**config.mk**
```make
export PLATFORM = sky130hd
export DESIGN_NAME = vmsu_wb_bridge
export DESIGN_NICKNAME = d
export VERILOG_FILES = /design/src/rtl/vmsu_wb_bridge.sv
export SDC_FILE = /design/constraint.sdc
export NUM_CORES = 1
export LEC_CHECK = 0
export CAP_MARGIN = 30
export CORE_MARGIN = 2
export CORE_UTILIZATION = 50
export DETAILED_ROUTE_END_ITERATION = 10
export HOLD_SLACK_MARGIN = 0.05
export PLACE_DENSITY = 0.95
export SLEW_MARGIN = 40
export SYNTH_ARGS = -nofsm -noshare
export SYNTH_HDL_FRONTEND = slang
export SYNTH_SLANG_ARGS = --single-unit
```
**constraint.sdc**
```tcl
create_clock -name wb_clk_i -period 7.57 [get_ports wb_clk_i]
set_clock_uncertainty 0.05 [all_clocks]
set_input_delay 1.514 -clock wb_clk_i [delete_from_list [all_inputs] [get_ports wb_clk_i]]
set_output_delay 1.514 -clock wb_clk_i [all_outputs]
set_load 0.1 [all_outputs]
```
**src/rtl/vmsu_wb_bridge.sv**
```systemverilog
// vmsu_wb_bridge: Wishbone slave front-end for the 8-bit multiplier.
// Accepts operand writes, launches a multiply, waits MUL_LATENCY cycles,
// captures the product into a small result FIFO and reports status.
// Optional interrupt output is built when VMSU_BRIDGE_IRQ_EN is defined.
module vmsu_wb_bridge #(
  parameter logic [31:0] ADDR_BASE   = 32'h3000_0000,
  parameter int unsigned MUL_LATENCY = 2,
  parameter int unsigned FIFO_DEPTH  = 4
) (
  input  logic        wb_clk_i,
  input  logic        wb_rst_i,
  input  logic        wbs_stb_i,
  input  logic        wbs_cyc_i,
  input  logic        wbs_we_i,
  input  logic [3:0]  wbs_sel_i,
  input  logic [31:0] wbs_adr_i,
  input  logic [31:0] wbs_dat_i,
  output logic        wbs_ack_o,
  output logic [31:0] wbs_dat_o,
  output logic [7:0]  mul_a,
  output logic [7:0]  mul_b,
  output logic        mul_control,
  input  logic [15:0] mul_p,
  output logic        irq
);

  localparam int unsigned AW = $clog2(FIFO_DEPTH);
  localparam int unsigned CW = AW + 1;

  typedef enum logic {S_IDLE, S_WAIT} state_t;

  state_t          state_q, state_d;
  logic [3:0]      cnt_q, cnt_d;
  logic            ack_q, ack_d;
  logic [31:0]     dat_q, dat_d;
  logic [7:0]      a_q, a_d, b_q, b_d;
  logic            ctl_q, ctl_d;
  logic            ovf_q, ovf_d;
  logic            lerr_q, lerr_d;
  logic [AW-1:0]   wr_ptr_q, wr_ptr_d, rd_ptr_q, rd_ptr_d;
  logic [CW-1:0]   count_q, count_d;
  logic [15:0]     mem_q [FIFO_DEPTH];
  logic [15:0]     mem_d [FIFO_DEPTH];
  logic            irq_en_q;

  logic            addr_hit, req, wr_req, rd_req;
  logic [1:0]      off;
  logic            empty, full, busy, capture, pop, push;
  logic [4:0]      count_ext;
  logic            unused_ok;

  assign unused_ok = ^{wbs_sel_i, wbs_adr_i[1:0], wbs_dat_i[31:17]};

  assign addr_hit  = (wbs_adr_i[31:4] == ADDR_BASE[31:4]);
  // ack_q blocks re-acceptance so ack can never be asserted back to back
  assign req       = wbs_cyc_i & wbs_stb_i & addr_hit & ~ack_q;
  assign wr_req    = req & wbs_we_i;
  assign rd_req    = req & ~wbs_we_i;
  assign off       = wbs_adr_i[3:2];

  assign empty     = (count_q == '0);
  assign full      = (count_q == CW'(FIFO_DEPTH));
  assign busy      = (state_q == S_WAIT);
  assign capture   = busy && (cnt_q == 4'd0);
  assign pop       = rd_req && (off == 2'd2) && !empty;
  // a pop on the capture edge frees a slot, so a full FIFO still accepts
  assign push      = capture && (!full || pop);
  assign count_ext = 5'(count_q);

  assign wbs_ack_o   = ack_q;
  assign wbs_dat_o   = dat_q;
  assign mul_a       = a_q;
  assign mul_b       = b_q;
  assign mul_control = ctl_q;

`ifdef VMSU_BRIDGE_IRQ_EN
  logic irq_en_d, irq_q, irq_d;

  // interrupt enable register and registered interrupt
  always_comb begin
    irq_en_d = irq_en_q;
    if (wr_req && off == 2'd3) irq_en_d = wbs_dat_i[0];
    irq_d = irq_en_q & ~empty;
  end

  // interrupt state flops
  always_ff @(posedge wb_clk_i or posedge wb_rst_i) begin
    if (wb_rst_i) begin
      irq_en_q <= 1'b0;
      irq_q    <= 1'b0;
    end else begin
      irq_en_q <= irq_en_d;
      irq_q    <= irq_d;
    end
  end

  assign irq = irq_q;
`else
  assign irq_en_q = 1'b0;
  assign irq      = 1'b0;
`endif

  // bus decode, launch FSM, sticky flags and FIFO bookkeeping
  always_comb begin
    state_d  = state_q;
    cnt_d    = cnt_q;
    a_d      = a_q;
    b_d      = b_q;
    ctl_d    = ctl_q;
    ovf_d    = ovf_q;
    lerr_d   = lerr_q;
    wr_ptr_d = wr_ptr_q;
    rd_ptr_d = rd_ptr_q;
    count_d  = count_q;
    mem_d    = mem_q;
    ack_d    = req;
    dat_d    = '0;

    if (rd_req) begin
      case (off)
        2'd1:    dat_d = {19'd0, count_ext, 3'd0, lerr_q, ovf_q, full, empty, busy};
        2'd2:    if (!empty) dat_d = {1'b1, 15'd0, mem_q[rd_ptr_q]};
        2'd3:    dat_d = {31'd0, irq_en_q};
        default: dat_d = '0;
      endcase
    end

    // clears are applied before sets so a same-edge event is not lost
    if (wr_req && off == 2'd3) begin
      if (wbs_dat_i[1]) ovf_d  = 1'b0;
      if (wbs_dat_i[2]) lerr_d = 1'b0;
    end

    case (state_q)
      S_IDLE: begin
        if (wr_req && off == 2'd0) begin
          state_d = S_WAIT;
          cnt_d   = 4'(MUL_LATENCY - 1);
          a_d     = wbs_dat_i[7:0];
          b_d     = wbs_dat_i[15:8];
          ctl_d   = wbs_dat_i[16];
        end
      end
      S_WAIT: begin
        if (cnt_q == 4'd0) state_d = S_IDLE;
        else               cnt_d   = cnt_q - 4'd1;
        if (wr_req && off == 2'd0) lerr_d = 1'b1;
      end
      default: state_d = S_IDLE;
    endcase

    if (capture && !push) ovf_d = 1'b1;

    if (pop) rd_ptr_d = rd_ptr_q + AW'(1);
    if (push) begin
      mem_d[wr_ptr_q] = mul_p;
      wr_ptr_d        = wr_ptr_q + AW'(1);
    end
    count_d = count_q + CW'(push) - CW'(pop);
  end

  // control and datapath registers
  always_ff @(posedge wb_clk_i or posedge wb_rst_i) begin
    if (wb_rst_i) begin
      state_q  <= S_IDLE;
      cnt_q    <= '0;
      ack_q    <= 1'b0;
      dat_q    <= '0;
      a_q      <= '0;
      b_q      <= '0;
      ctl_q    <= 1'b0;
      ovf_q    <= 1'b0;
      lerr_q   <= 1'b0;
      wr_ptr_q <= '0;
      rd_ptr_q <= '0;
      count_q  <= '0;
    end else begin
      state_q  <= state_d;
      cnt_q    <= cnt_d;
      ack_q    <= ack_d;
      dat_q    <= dat_d;
      a_q      <= a_d;
      b_q      <= b_d;
      ctl_q    <= ctl_d;
      ovf_q    <= ovf_d;
      lerr_q   <= lerr_d;
      wr_ptr_q <= wr_ptr_d;
      rd_ptr_q <= rd_ptr_d;
      count_q  <= count_d;
    end
  end

  // result storage; contents are only visible through count-qualified reads
  always_ff @(posedge wb_clk_i) begin
    mem_q <= mem_d;
  end

endmodule

```
# Word level (Yosys, flattened, before mapping)
# Index checks and enable logic that the tools add are counted.
classes:
  order_cmp: 3
  n_addsub: 5
  muxes: 22
  bitwise_logic: 10
  eq_ne: 7
  reduce_logical: 20
ops:
  columns: ["operator", "count"]
  rows:
  - ["64-bit bitwise mux", 1]
  - ["32-bit 2-to-1 mux", 2]
  - ["32-bit case mux with 2 select lines", 1]
  - ["16-bit 2-to-1 mux", 3]
  - ["16-bit binary-select mux with 2-bit select", 1]
  - ["16-bit demux with 2-bit select", 1]
  - ["28-bit by 26-bit equality test with 1-bit output, second input constant", 1]
  - ["1-bit 2-to-1 mux", 9]
  - ["1-bit logical AND", 8]
  - ["4-bit 2-to-1 mux", 2]
  - ["4-bit case mux with 2 select lines", 1]
  - ["3-bit greater-or-equal comparator, second input constant", 2]
  - ["2-bit inverter with 3-bit output", 2]
  - ["2-bit AND reduction", 3]
  - ["1-bit AND", 5]
  - ["2-bit by 1-bit adder with 2-bit output, second input constant", 2]
  - ["2-bit equality test, second input constant", 2]
  - ["4-bit logical NOT", 1]
  - ["2-bit != test, second input constant", 2]
  - ["2-bit nonzero test", 2]
  - ["4-bit by 1-bit subtractor with 4-bit output, second input constant", 1]
  - ["3-bit by 1-bit adder with 3-bit output", 1]
  - ["3-bit equality test, second input constant", 1]
  - ["1-bit logical NOT", 3]
  - ["8 further kinds", 10]
word_totals:
  output_inout_bits: 51
  in_bits: 89
  word_cells: 83
  register_bits: 128

# Longest topological paths before layout
# Gate-level depths: netlist of the first run.
logic_depth:
  word_depth: 12
  ltp_mapped: 12
  ltp_nobuf: 12

# Worst setup path after synthesis of the first run
# OpenSTA, ideal clock, no wires.
synth_timing:
  kind: "in2reg"
  from: "in wbs_adr_i[21]"
  to: "reg count_q[2]"
  arrival_ps: 3628
  stages: 11
  setup_ps: 126
  setup_slack_ps: 3766
  n_path_buf: 1
  path_cell_list: "nor4_2 -> nand4_2 -> nor4_4 -> buf_2 -> ha_1 -> inv_1 -> ha_1 -> inv_1 -> fa_1 -> xnor2_1 -> xnor2_1"
synth_via:
  elab_chain_cells: 10
synth_lines:
  columns: ["element", "line", "text"]
  rows:
  - ["from (decl)", "16", "input logic [31:0] wbs_adr_i,"]
  - ["28-bit by 26-bit equality test with 1-bit output (*)", "54", "assign addr_hit = (wbs_adr_i[31:4] == ADDR_BASE[31:4]);"]
  - ["1-bit AND (*) (2 in series)", "56", "assign req = wbs_cyc_i & wbs_stb_i & addr_hit & ~ack_q;"]
  - ["1-bit AND (*)", "58", "assign rd_req = req & ~wbs_we_i;"]
  - ["1-bit logical AND (*) (2 in series)", "65", "assign pop = rd_req && (off == 2'd2) && !empty;"]
  - ["net pop", "48", "logic empty, full, busy, capture, pop, push;"]
  - ["1-bit logical OR", "67", "assign push = capture && (!full || pop);"]
  - ["1-bit logical AND", "67", null]
  - ["3-bit by 1-bit adder with 3-bit output", "159", "count_d = count_q + CW'(push) - CW'(pop);"]
  - ["3-bit by 1-bit subtractor with 3-bit output (*)", "159", null]
  - ["net count_d[2]", "41", "logic [CW-1:0] count_q, count_d;"]
  - ["to (signal assigned)", "189", "count_q <= count_d;"]
  - ["to (decl)", "41", null]
# The timed path passes the listed nets; every way through them passes the cells marked *.
# A chain may end at the register's enable or synchronous reset.

# Final worst setup path of the first run
layout_timing:
  from: "in wbs_adr_i[21]"
  to: "reg count_q[2]"
layout_via:
  elab_chain_cells: 10
layout_lines:
  columns: ["element", "line"]
  rows:
  - ["28-bit by 26-bit equality test with 1-bit output (*)", "54"]
  - ["1-bit AND (*) (2 in series)", "56"]
  - ["1-bit AND (*)", "58"]
  - ["1-bit logical AND (*) (2 in series)", "65"]
  - ["1-bit logical OR", "67"]
  - ["1-bit logical AND", "67"]
  - ["3-bit by 1-bit adder with 3-bit output", "159"]
  - ["3-bit by 1-bit subtractor with 3-bit output (*)", "159"]
  - ["net count_d[2]", "41"]
# Marked as above.

==> results.json, run 1 <==
{
  "status": "finished clean",
  "synthMuxAreaShare_pct": 12.0,
  "irDropWorstVdd_uv": 174,
  "yosys_register_bits": 113,
  "yosysMostFrequentCell": "edfxtp_1",
  "antenna_found_initial": 0,
  "drc": 0,
  "placementRows": 35,
  "slowest_stage": "clkdlybuf4s50_1",
  "hold_viol": 0,
  "core_sq_mm": 0.00915,
  "cp-end-kind": "flop",
  "yosysTopAreaCell": "edfxtp_1",
  "place.gp.congestion": 0.726,
  "wl_um": 9620,
  "power_density_mw_per_mm2": 247,
  "fin_setup_tns_ns": 0,
  "fin_crit_ns": 4.35,
  "die-area_sq_mm": 0.0102,
  "synth_flop_cell": "edfxtp_1",
  "utilization_pct": 67.7,
  "yosysWarnings": 0,
  "synthTopCellsByArea": "edfxtp_1 (41%), dfrtp_1 (26%), mux4_2 (7.7%)",
  "syn_area_sq_mm": 0.00468,
  "die_h_um": 101,
  "synth_cells": 270,
  "start_util_pct": 51.2,
  "grt_max_degree": 50,
  "worst_pin_slew_ns": 0.836,
  "h-tree-depth": 4,
  "fin_crit_sh_pct": 57.5,
  "first_global_vias": 2948,
  "layoutNonFillerInstCount": 509,
  "cp-startpoint": "wbs_adr_i[21]",
  "antennaDiodeCount": 0,
  "ys_types": 40,
  "drt_pass1_iterations": 4,
  "setup_viol": 0,
  "required_ns": 7.89,
  "syn_area_per_cell_sq_um": 17.3,
  "cts_sinks": 113,
  "synth_fa_ha_area_share_pct": 3.37,
  "crit_chain": "clkdlybuf4s50_1 > nor4_2 > nand4_2 > nor4_4 > buf_4 > o21ai_2 > ha_1 > inv_1 > ha_1 > inv_1 > fa_1 > xnor2_1 > xnor2_1",
  "hp-class": "reg -> reg",
  "die_w_um": 101,
  "slew_headroom_pct": 44.3,
  "worstPathMaxFanout": 21,
  "vias": 2777,
  "numCtsBuffers": 17,
  "synth_common_cells": "edfxtp_1 (64), dfrtp_1 (49), buf_4 (16), mux2_1 (16), mux4_2 (16)",
  "start_kind": "input pin",
  "worstHoldStart": "mul_b[5]$_DFFE_PP0P_",
  "rsz0062_at_grt": "no",
  "drive_gt1_share_pct": 26.4,
  "wire_per_inst_um": 18.9,
  "drtAntennaViolNets": 0,
  "synth_top_area_share_pct": 41.0,
  "ios": 140,
  "clk_pin_slew_ns": 0.05,
  "grt.overflow.total": 0,
  "ys_seq_area_share_pct": 67.2,
  "synth_top_family_by_area": "multiplexers",
  "yosys.area_share.simple_pct": 8.55,
  "cts_buffer_depth": 2,
  "max_clock_freq_mhz": 230,
  "portBuffers": 102,
  "holdBufCountCts": 0,
  "cts_setup_buffers": 0,
  "viasPerCell": 5.46,
  "synth-xor-area-share_pct": 1.31,
  "first_iter_violations": 189,
  "nets": 486,
  "critical_path_arrival_ns": 4.67,
  "synth_edf_count": 64,
  "slew_viol_final": 0,
  "cts-root-buf": "clkbuf_8",
  "async_reset_ff_share_pct": 43.4,
  "synth-compound-area-share_pct": 2.54,
  "area_growth_pct": 32.2,
  "insertion_delay_ns": 0.50,
  "p_leak_nw": 2.63,
  "critical_path_class": "in -> reg",
  "crit_path_max_incr_delay_ns": 0.44,
  "grt_use_total_pct": 20.5,
  "tritoncts": "done",
  "grt_pass1_wl_um": 15100,
  "hpwl_um": 6150,
  "maxCapViolations": 0,
  "r2r-start": "count_q[1]$_DFF_PP0_",
  "placedCellCount": 477,
  "postCtsResizedCells": 0
}
[area by class of cell]
cell class	count	area, sq um
multi-input combinational	132	1370
fill	604	2960
tap	111	139
timing repair buffer	107	883
sequential	113	3150
clock buffer	17	414
inverter	14	55.1
clock inverter	15	180
[critical path, delay by kind of cell]
family	cells	cell delay [ns]
AOI/OAI and AO/OA	1	0.17
adders and majority gates	3	0.84
xor gates and xnor gates	2	0.28
and+or+nand+nor	3	0.98
buffers and inverters	4	0.90
[cell families (layout without fill, tap and decap cells)]
family	count (synthesis)	after routing
AOI/OAI and AO/OA	13	13
xor gates and xnor gates	7	7
adders and majority gates	12	12
buffers and inverters	40	153
DFF	113	113
muxes	34	34
other	1	16
and+or+nand+nor	50	50
[worst paths after layout]
| check | cells past startpoint | slack [ns] | to |
|---|---|---|---|
| setup reg to reg | 11 | 4.42 | count_q[2]$_DFF_PP0_ |
| min in group asynchronous | 2 | 1.41 | mul_a[7]$_DFFE_PP0P_ |
| hold reg to reg | 1 | 0.43 | mul_b[5]$_DFFE_PP0P_ |
| hold / removal | 1 | 0.43 | mul_b[5]$_DFFE_PP0P_ |
| max in group asynchronous | 2 | 5.62 | rd_ptr_q[0]$_DFFE_PP0P_ |
| setup / recovery | 13 | 3.22 | count_q[2]$_DFF_PP0_ |
[where the power goes]
| group | internal (mW) | total (mW) | leakage, nW | switching, mW |
|---|---|---|---|---|
| Combinational | 0.0335 | 0.0897 | 1.09 | 0.0561 |
| Clock | 0.503 | 0.785 | 0.289 | 0.282 |
| Sequential | 0.652 | 0.652 | 1.25 | 0.000000338 |
[layer usage]
layer / track usage (%) / wire length [um] / up-vias
met1: 23.8 / 3570 / 1409
met2: 35.2 / 5300 / 117
li1: - / - / 1227
met4: 9.17 / 247 / 0
met5: 0 / 0 / -
met3: 6.03 / 501 / 24
[registers in the layout, summed over array words and instances (netlist names)]
| name | flops |
|---|---|
| mem_q | 64 |
| ovf_q | 1 |
| rd_ptr_q | 2 |
| cnt_q | 4 |
| mul_b | 8 |
| lerr_q | 1 |
| wr_ptr_q | 2 |
| mul_a | 8 |
| busy | 1 |
| count_q | 3 |
| wbs_dat_o | 17 |
| wbs_ack_o | 1 |
| mul_control | 1 |
[cells in the final DEF, fill, tap and decap left out, types with 4 or more instances in the layout]
master / count
xnor2_1: 4
dfrtp_1: 48
and3_1: 8
inv_6: 4
edfxtp_1: 64
nand2_1: 7
inv_1: 13
clkbuf_16: 16
clkdlybuf4s50_1: 67
mux2_1: 16
buf_2: 35
nor4_4: 5
clkinv_4: 4
nor2_1: 8
ha_1: 11
mux4_2: 16
buf_4: 5
conb_1: 16
a32o_1: 7
[stage by stage]
stage                     worst slack (ns)  area, sq um  hold slack, ns  total power [mW]
after floorplan                       3.77         4740           0.416             0.715
after global placement                3.01         5760           0.417             0.750
after detailed placement              2.79         5590           0.420             0.753
after CTS                             3.26         6180           0.434              1.54
after global routing                  3.02         6190           0.441              1.58
final                                 3.22         6190           0.427              1.53
No activity file was read; power rests on OpenSTA's default activity.
==> run 2: changes to the inputs <==
Settings changed: CORE_UTILIZATION 50 to 47, PLACE_DENSITY 0.95 to 0.92.
Clock period 7.57 ns to 4.35 ns, I/O delays scaled along.
==> results.json, run 2 (synthesis gave the netlist of run 1 again) <==
{
  "cp-startpoint": "wbs_adr_i[25]",
  "vias": 2727,
  "fin_crit_sh_pct": 80.7,
  "crit_path_max_incr_delay_ns": 0.45,
  "setup_viol": 0,
  "cts_sinks": 113,
  "tritoncts": "done",
  "finish.instance_area_sq_mm": 0.00624,
  "ios": 140,
  "comb_power_share_pct": 5.8,
  "finalWorstSetupSlack_ns": 0.840,
  "hold_viol": 0,
  "cts-root-buf": "clkbuf_8",
  "final_cell_mix": "clkdlybuf4s50_1 (67), edfxtp_1 (64), dfrtp_1 (48)",
  "start_kind": "input pin",
  "cp-end-kind": "flop",
  "worstReg2RegEnd": "count_q[2]$_DFF_PP0_",
  "clk_pin_slew_ns": 0.05,
  "cts_setup_buffers": 0,
  "grt.overflow.total": 0,
  "placedCellCount": 502,
  "drc": 0,
  "p_leak_nw": 2.64,
  "critical_path_class": "in -> reg",
  "fillers": 679,
  "viasPerCell": 5.11,
  "insertion_delay_ns": 0.50,
  "portBuffers": 102,
  "slew_viol_final": 0,
  "antenna_found_initial": 0,
  "critical_path_arrival_ns": 3.89,
  "critPathCapture": "count_q[2]$_DFF_PP0_",
  "maxCapViolations": 0,
  "dpl_cell_area_sq_mm": 0.00564,
  "cts_buffer_depth": 2,
  "grt_pass1_wl_um": 15400,
  "largest_reg_flops": 64,
  "die_w_um": 104,
  "postCtsResizedCells": 0,
  "slew_headroom_pct": 46.9,
  "r2r-start": "wbs_ack_o$_DFF_PP0_",
  "numCtsBuffers": 17,
  "internal_power_mw": 2.11,
  "drive_gt1_share_pct": 26.7,
  "area_growth_pct": 33.3,
  "place.gp.congestion": 0.694,
  "wire_per_inst_um": 17.8,
  "irDropWorstVdd_uv": 293,
  "max_clock_freq_mhz": 285,
  "hp-class": "reg -> reg",
  "required_ns": 4.73,
  "drtAntennaViolNets": 0,
  "slowest_stage": "clkdlybuf4s50_1",
  "r2r_setup_slack_ns": 1.52,
  "fin_crit_ns": 3.51,
  "p_sw_mw": 0.546,
  "reg2regPathDepth": 11,
  "wl_um": 9510,
  "first_global_vias": 3009,
  "regMostFlops": "mem_q",
  "start_util_pct": 48.1,
  "die-area_sq_mm": 0.0108,
  "hpwl_um": 6090,
  "antennaDiodeCount": 0,
  "rsz0062_at_grt": "no",
  "pwr-share-clk_pct": 51.4,
  "worstPathMaxFanout": 20,
  "drt_pass1_iterations": 4,
  "grt_use_total_pct": 19.0,
  "layoutNonFillerInstCount": 534,
  "final_common_cell": "clkdlybuf4s50_1",
  "seqPwrFrac_pct": 42.8,
  "power_density_mw_per_mm2": 425,
  "core_sq_mm": 0.00973,
  "holdBufCountCts": 0,
  "p_total_mw": 2.65,
  "h-tree-depth": 4,
  "worst_pin_slew_ns": 0.797,
  "grt_max_degree": 50,
  "crit_chain": "clkdlybuf4s50_1 > nor4_2 > nand4_2 > nor4_4 > buf_4 > ha_1 > inv_1 > ha_1 > inv_1 > fa_1 > xnor2_1 > xnor2_1",
  "switching_share_pct": 20.6,
  "pre_cts_slack_ns": 0.419,
  "status": "finished clean",
  "first_iter_violations": 178,
  "placementRows": 36,
  "die_h_um": 104,
  "nets": 489,
  "fin_setup_tns_ns": 0
}
[run 2: cell types whose count changed in the layout (fill, tap and decap cells not counted), sizes merged]
cell,delta
clkbuf,+6
clkinvlp,+3
inv,-4
clkinv,-5
buf,+3
[run 2: per-stage QoR]
stage	utilization (%)	hold WS, ns
detailed placement	57.9	0.425
global route	64.2	0.449
global placement	59.7	0.416
floorplan	-	0.416
CTS	64.1	0.438
finish	64.2	0.431
[run 2: power by group through the flow]
stage	Sequential, mW	Combinational (mW)	Clock [mW]
floorplan	1.16	0.0883	0
global placement	1.16	0.151	0
detailed placement	1.16	0.155	0
CTS	1.13	0.156	1.39
global route	1.13	0.163	1.44
finish	1.14	0.155	1.36
[run 2: area by class of cell]
class                      instances  area (sq um)  area share [%]
sequential                       113          3150            50.4
tap                              133           166            2.66
clock inverter                     9           130            2.08
timing repair buffer             110           906            14.5
multi-input combinational        132          1370            22.0
inverter                          14          55.1           0.882
clock buffer                      23           467            7.47
[run 2: worst min-delay path by stage]
stage                    startpoint                    to  slack (ns)  depth (start not counted)
2_1_floorplan     ovf_q$_DFFE_PP0P_     ovf_q$_DFFE_PP0P_        0.42                          1
3_3_place_gp   mul_a[0]$_DFFE_PP0P_  mul_a[0]$_DFFE_PP0P_        0.42                          1
5_1_grt        mul_b[4]$_DFFE_PP0P_  mul_b[4]$_DFFE_PP0P_        0.45                          1
6_report       mul_b[6]$_DFFE_PP0P_  mul_b[6]$_DFFE_PP0P_        0.43                          1
3_5_place_dp   mul_a[3]$_DFFE_PP0P_  mul_a[3]$_DFFE_PP0P_        0.42                          1
4_1_cts        mul_a[3]$_DFFE_PP0P_  mul_a[3]$_DFFE_PP0P_        0.44                          1
[run 2: critical path, delay by kind of cell]
kind	cells	cell delay, ns
XOR/XNOR	2	0.34
adder cells (fa/ha/maj)	3	0.78
buffers and inverters	4	0.87
AND/OR/NAND/NOR	3	1.02
[run 2: layer usage]
layer	global-route usage [%]	vias to the layer above	part of all wire [%]
met5	0	-	0
met3	6.80	16	6.0
met1	20.3	1378	37
met4	8.98	0	1.7
li1	-	1223	-
met2	33.5	110	56
==> run 3: changes to the inputs <==
Settings changed: CORE_UTILIZATION 47 to 42, PLACE_DENSITY 0.92 to 0.87.
Clock period 4.35 ns to 2.9 ns, I/O delays scaled along.
==> results.json, run 3 (synthesis gave the netlist of run 1 again) <==
{
  "r2r_setup_slack_ns": 0.20,
  "rsz0062_at_grt": "no",
  "seqCellArea_sq_mm": 0.00315,
  "nets": 505,
  "die_w_um": 110,
  "drive_gt1_share_pct": 30.5,
  "fin_crit_ns": 2.77,
  "slew_viol_final": 0,
  "cp-end-kind": "flop",
  "numCtsBuffers": 17,
  "antenna_found_initial": 0,
  "start_kind": "input pin",
  "cts-root-buf": "clkbuf_8",
  "area_growth_pct": 38.1,
  "critical_path_class": "in -> reg",
  "drc": 0,
  "viasPerCell": 4.92,
  "place.gp.congestion": 0.744,
  "start_util_pct": 43.2,
  "utilization_pct": 59.7,
  "hpwl_um": 6220,
  "insertion_delay_ns": 0.50,
  "grt_pass1_wl_um": 14500,
  "antennaDiodeCount": 0,
  "multi_input_area_sq_mm": 0.00138,
  "cp-startpoint": "wbs_adr_i[11]",
  "wl_um": 9230,
  "r2r-start": "count_q[1]$_DFF_PP0_",
  "p_leak_nw": 2.79,
  "worstPathMaxFanout": 3,
  "final_cell_mix": "edfxtp_1 (64), buf_4 (57), clkdlybuf4s50_1 (56)",
  "final_common_cell": "edfxtp_1",
  "max_clock_freq_mhz": 361,
  "critical_path_arrival_ns": 3.09,
  "drt_pass1_iterations": 4,
  "first_global_vias": 2863,
  "portBuffers": 102,
  "drtAntennaViolNets": 0,
  "largest_reg_flops": 64,
  "grt_max_degree": 27,
  "regMostFlops": "mem_q",
  "ios": 140,
  "hold_viol": 0,
  "clk_pin_slew_ns": 0.05,
  "grt_use_total_pct": 16.4,
  "placementRows": 38,
  "required_ns": 3.22,
  "irDropWorstVdd_uv": 317,
  "status": "finished clean",
  "wire_per_inst_um": 16.6,
  "grt.overflow.total": 0,
  "cts_sinks": 113,
  "first_iter_violations": 132,
  "hp-class": "in -> async",
  "power_density_mw_per_mm2": 590,
  "slew_headroom_pct": 45.4,
  "vias": 2743,
  "die-area_sq_mm": 0.0120,
  "maxCapViolations": 0,
  "pre_cts_slack_ns": -0.460,
  "setup_viol": 0,
  "fillers": 809,
  "h-tree-depth": 4,
  "holdBufCountCts": 0,
  "tritoncts": "done",
  "fin_crit_sh_pct": 95.6,
  "die_h_um": 110,
  "finalWorstSetupSlack_ns": 0.127,
  "core_sq_mm": 0.0108,
  "worst_pin_slew_ns": 0.819,
  "cts_buffer_depth": 2
}
-- run 3: worst paths after layout --
kind	cells after the start	to
max	12	count_q[2]$_DFF_PP0_
min	2	cnt_q[1]$_DFFE_PP0P_
min in group wb_clk_i	1	mul_a[6]$_DFFE_PP0P_
max in group asynchronous	3	rd_ptr_q[1]$_DFFE_PP0P_
max reg2reg	10	count_q[2]$_DFF_PP0_
min reg2reg	1	mul_a[6]$_DFFE_PP0P_
-- run 3: layer usage --
metal / vias to the layer above / global-route usage, % / routed length [um] / share of wire (%)
met1: 1386 / 19.0 / 3700 / 40
met4: 0 / 6.15 / 84 / 0.91
li1: 1255 / - / - / -
met2: 92 / 29.3 / 4920 / 53
met3: 10 / 4.27 / 518 / 5.6
met5: - / 0 / 0 / 0
-- run 3: layout make-up --
class	instances	share of cell area, %
clock inverters	12	1.72
flip-flops and latches	113	48.7
inverters	14	0.812
clock buffers	20	6.73
well taps	140	2.71
repair buffers	126	18.0
multi-input cells	132	21.4
-- run 3: metrics by stage --
| stage | hold WS [ns] | power, mW | TNS (ns) | std cells | area (sq um) |
|---|---|---|---|---|---|
| after global placement | 0.418 | 1.97 | -2.24 | 524 | 5870 |
| after global routing | 0.452 | 3.96 | 0 | 557 | 6470 |
| final | 0.421 | 3.81 | 0 | 557 | 6470 |
| after detailed placement | 0.427 | 1.97 | -2.61 | 524 | 5870 |
| after floorplan | 0.416 | 1.87 | 0 | 285 | 4740 |
| after CTS | 0.440 | 3.86 | 0 | 556 | 6410 |
-- run 3: where the power goes --
| part | total, mW | switching, mW | internal, mW |
|---|---|---|---|
| registers | 1.70 | 0.000000970 | 1.70 |
| clock network | 1.87 | 0.713 | 1.16 |
| logic | 0.241 | 0.148 | 0.0923 |
-- run 3: repair_timing --
action,CTS,global route
buffers inserted,0,1
setup endpoints to repair,1,1
pin swaps,5,9
endpoints found under the hold margin,0,0
resized for setup,1,15
-- run 3: worst max-delay path, cell delays in order --
cell and delay (ns):
clkdlybuf4s50_1 0.46, nor4_4 0.34, nand4_4 0.14, nor4_4 0.22, buf_4 0.18, ha_1 0.22
inv_1 0.07, ha_2 0.17, inv_2 0.04, fa_2 0.37, xnor2_2 0.16, xnor2_1 0.14
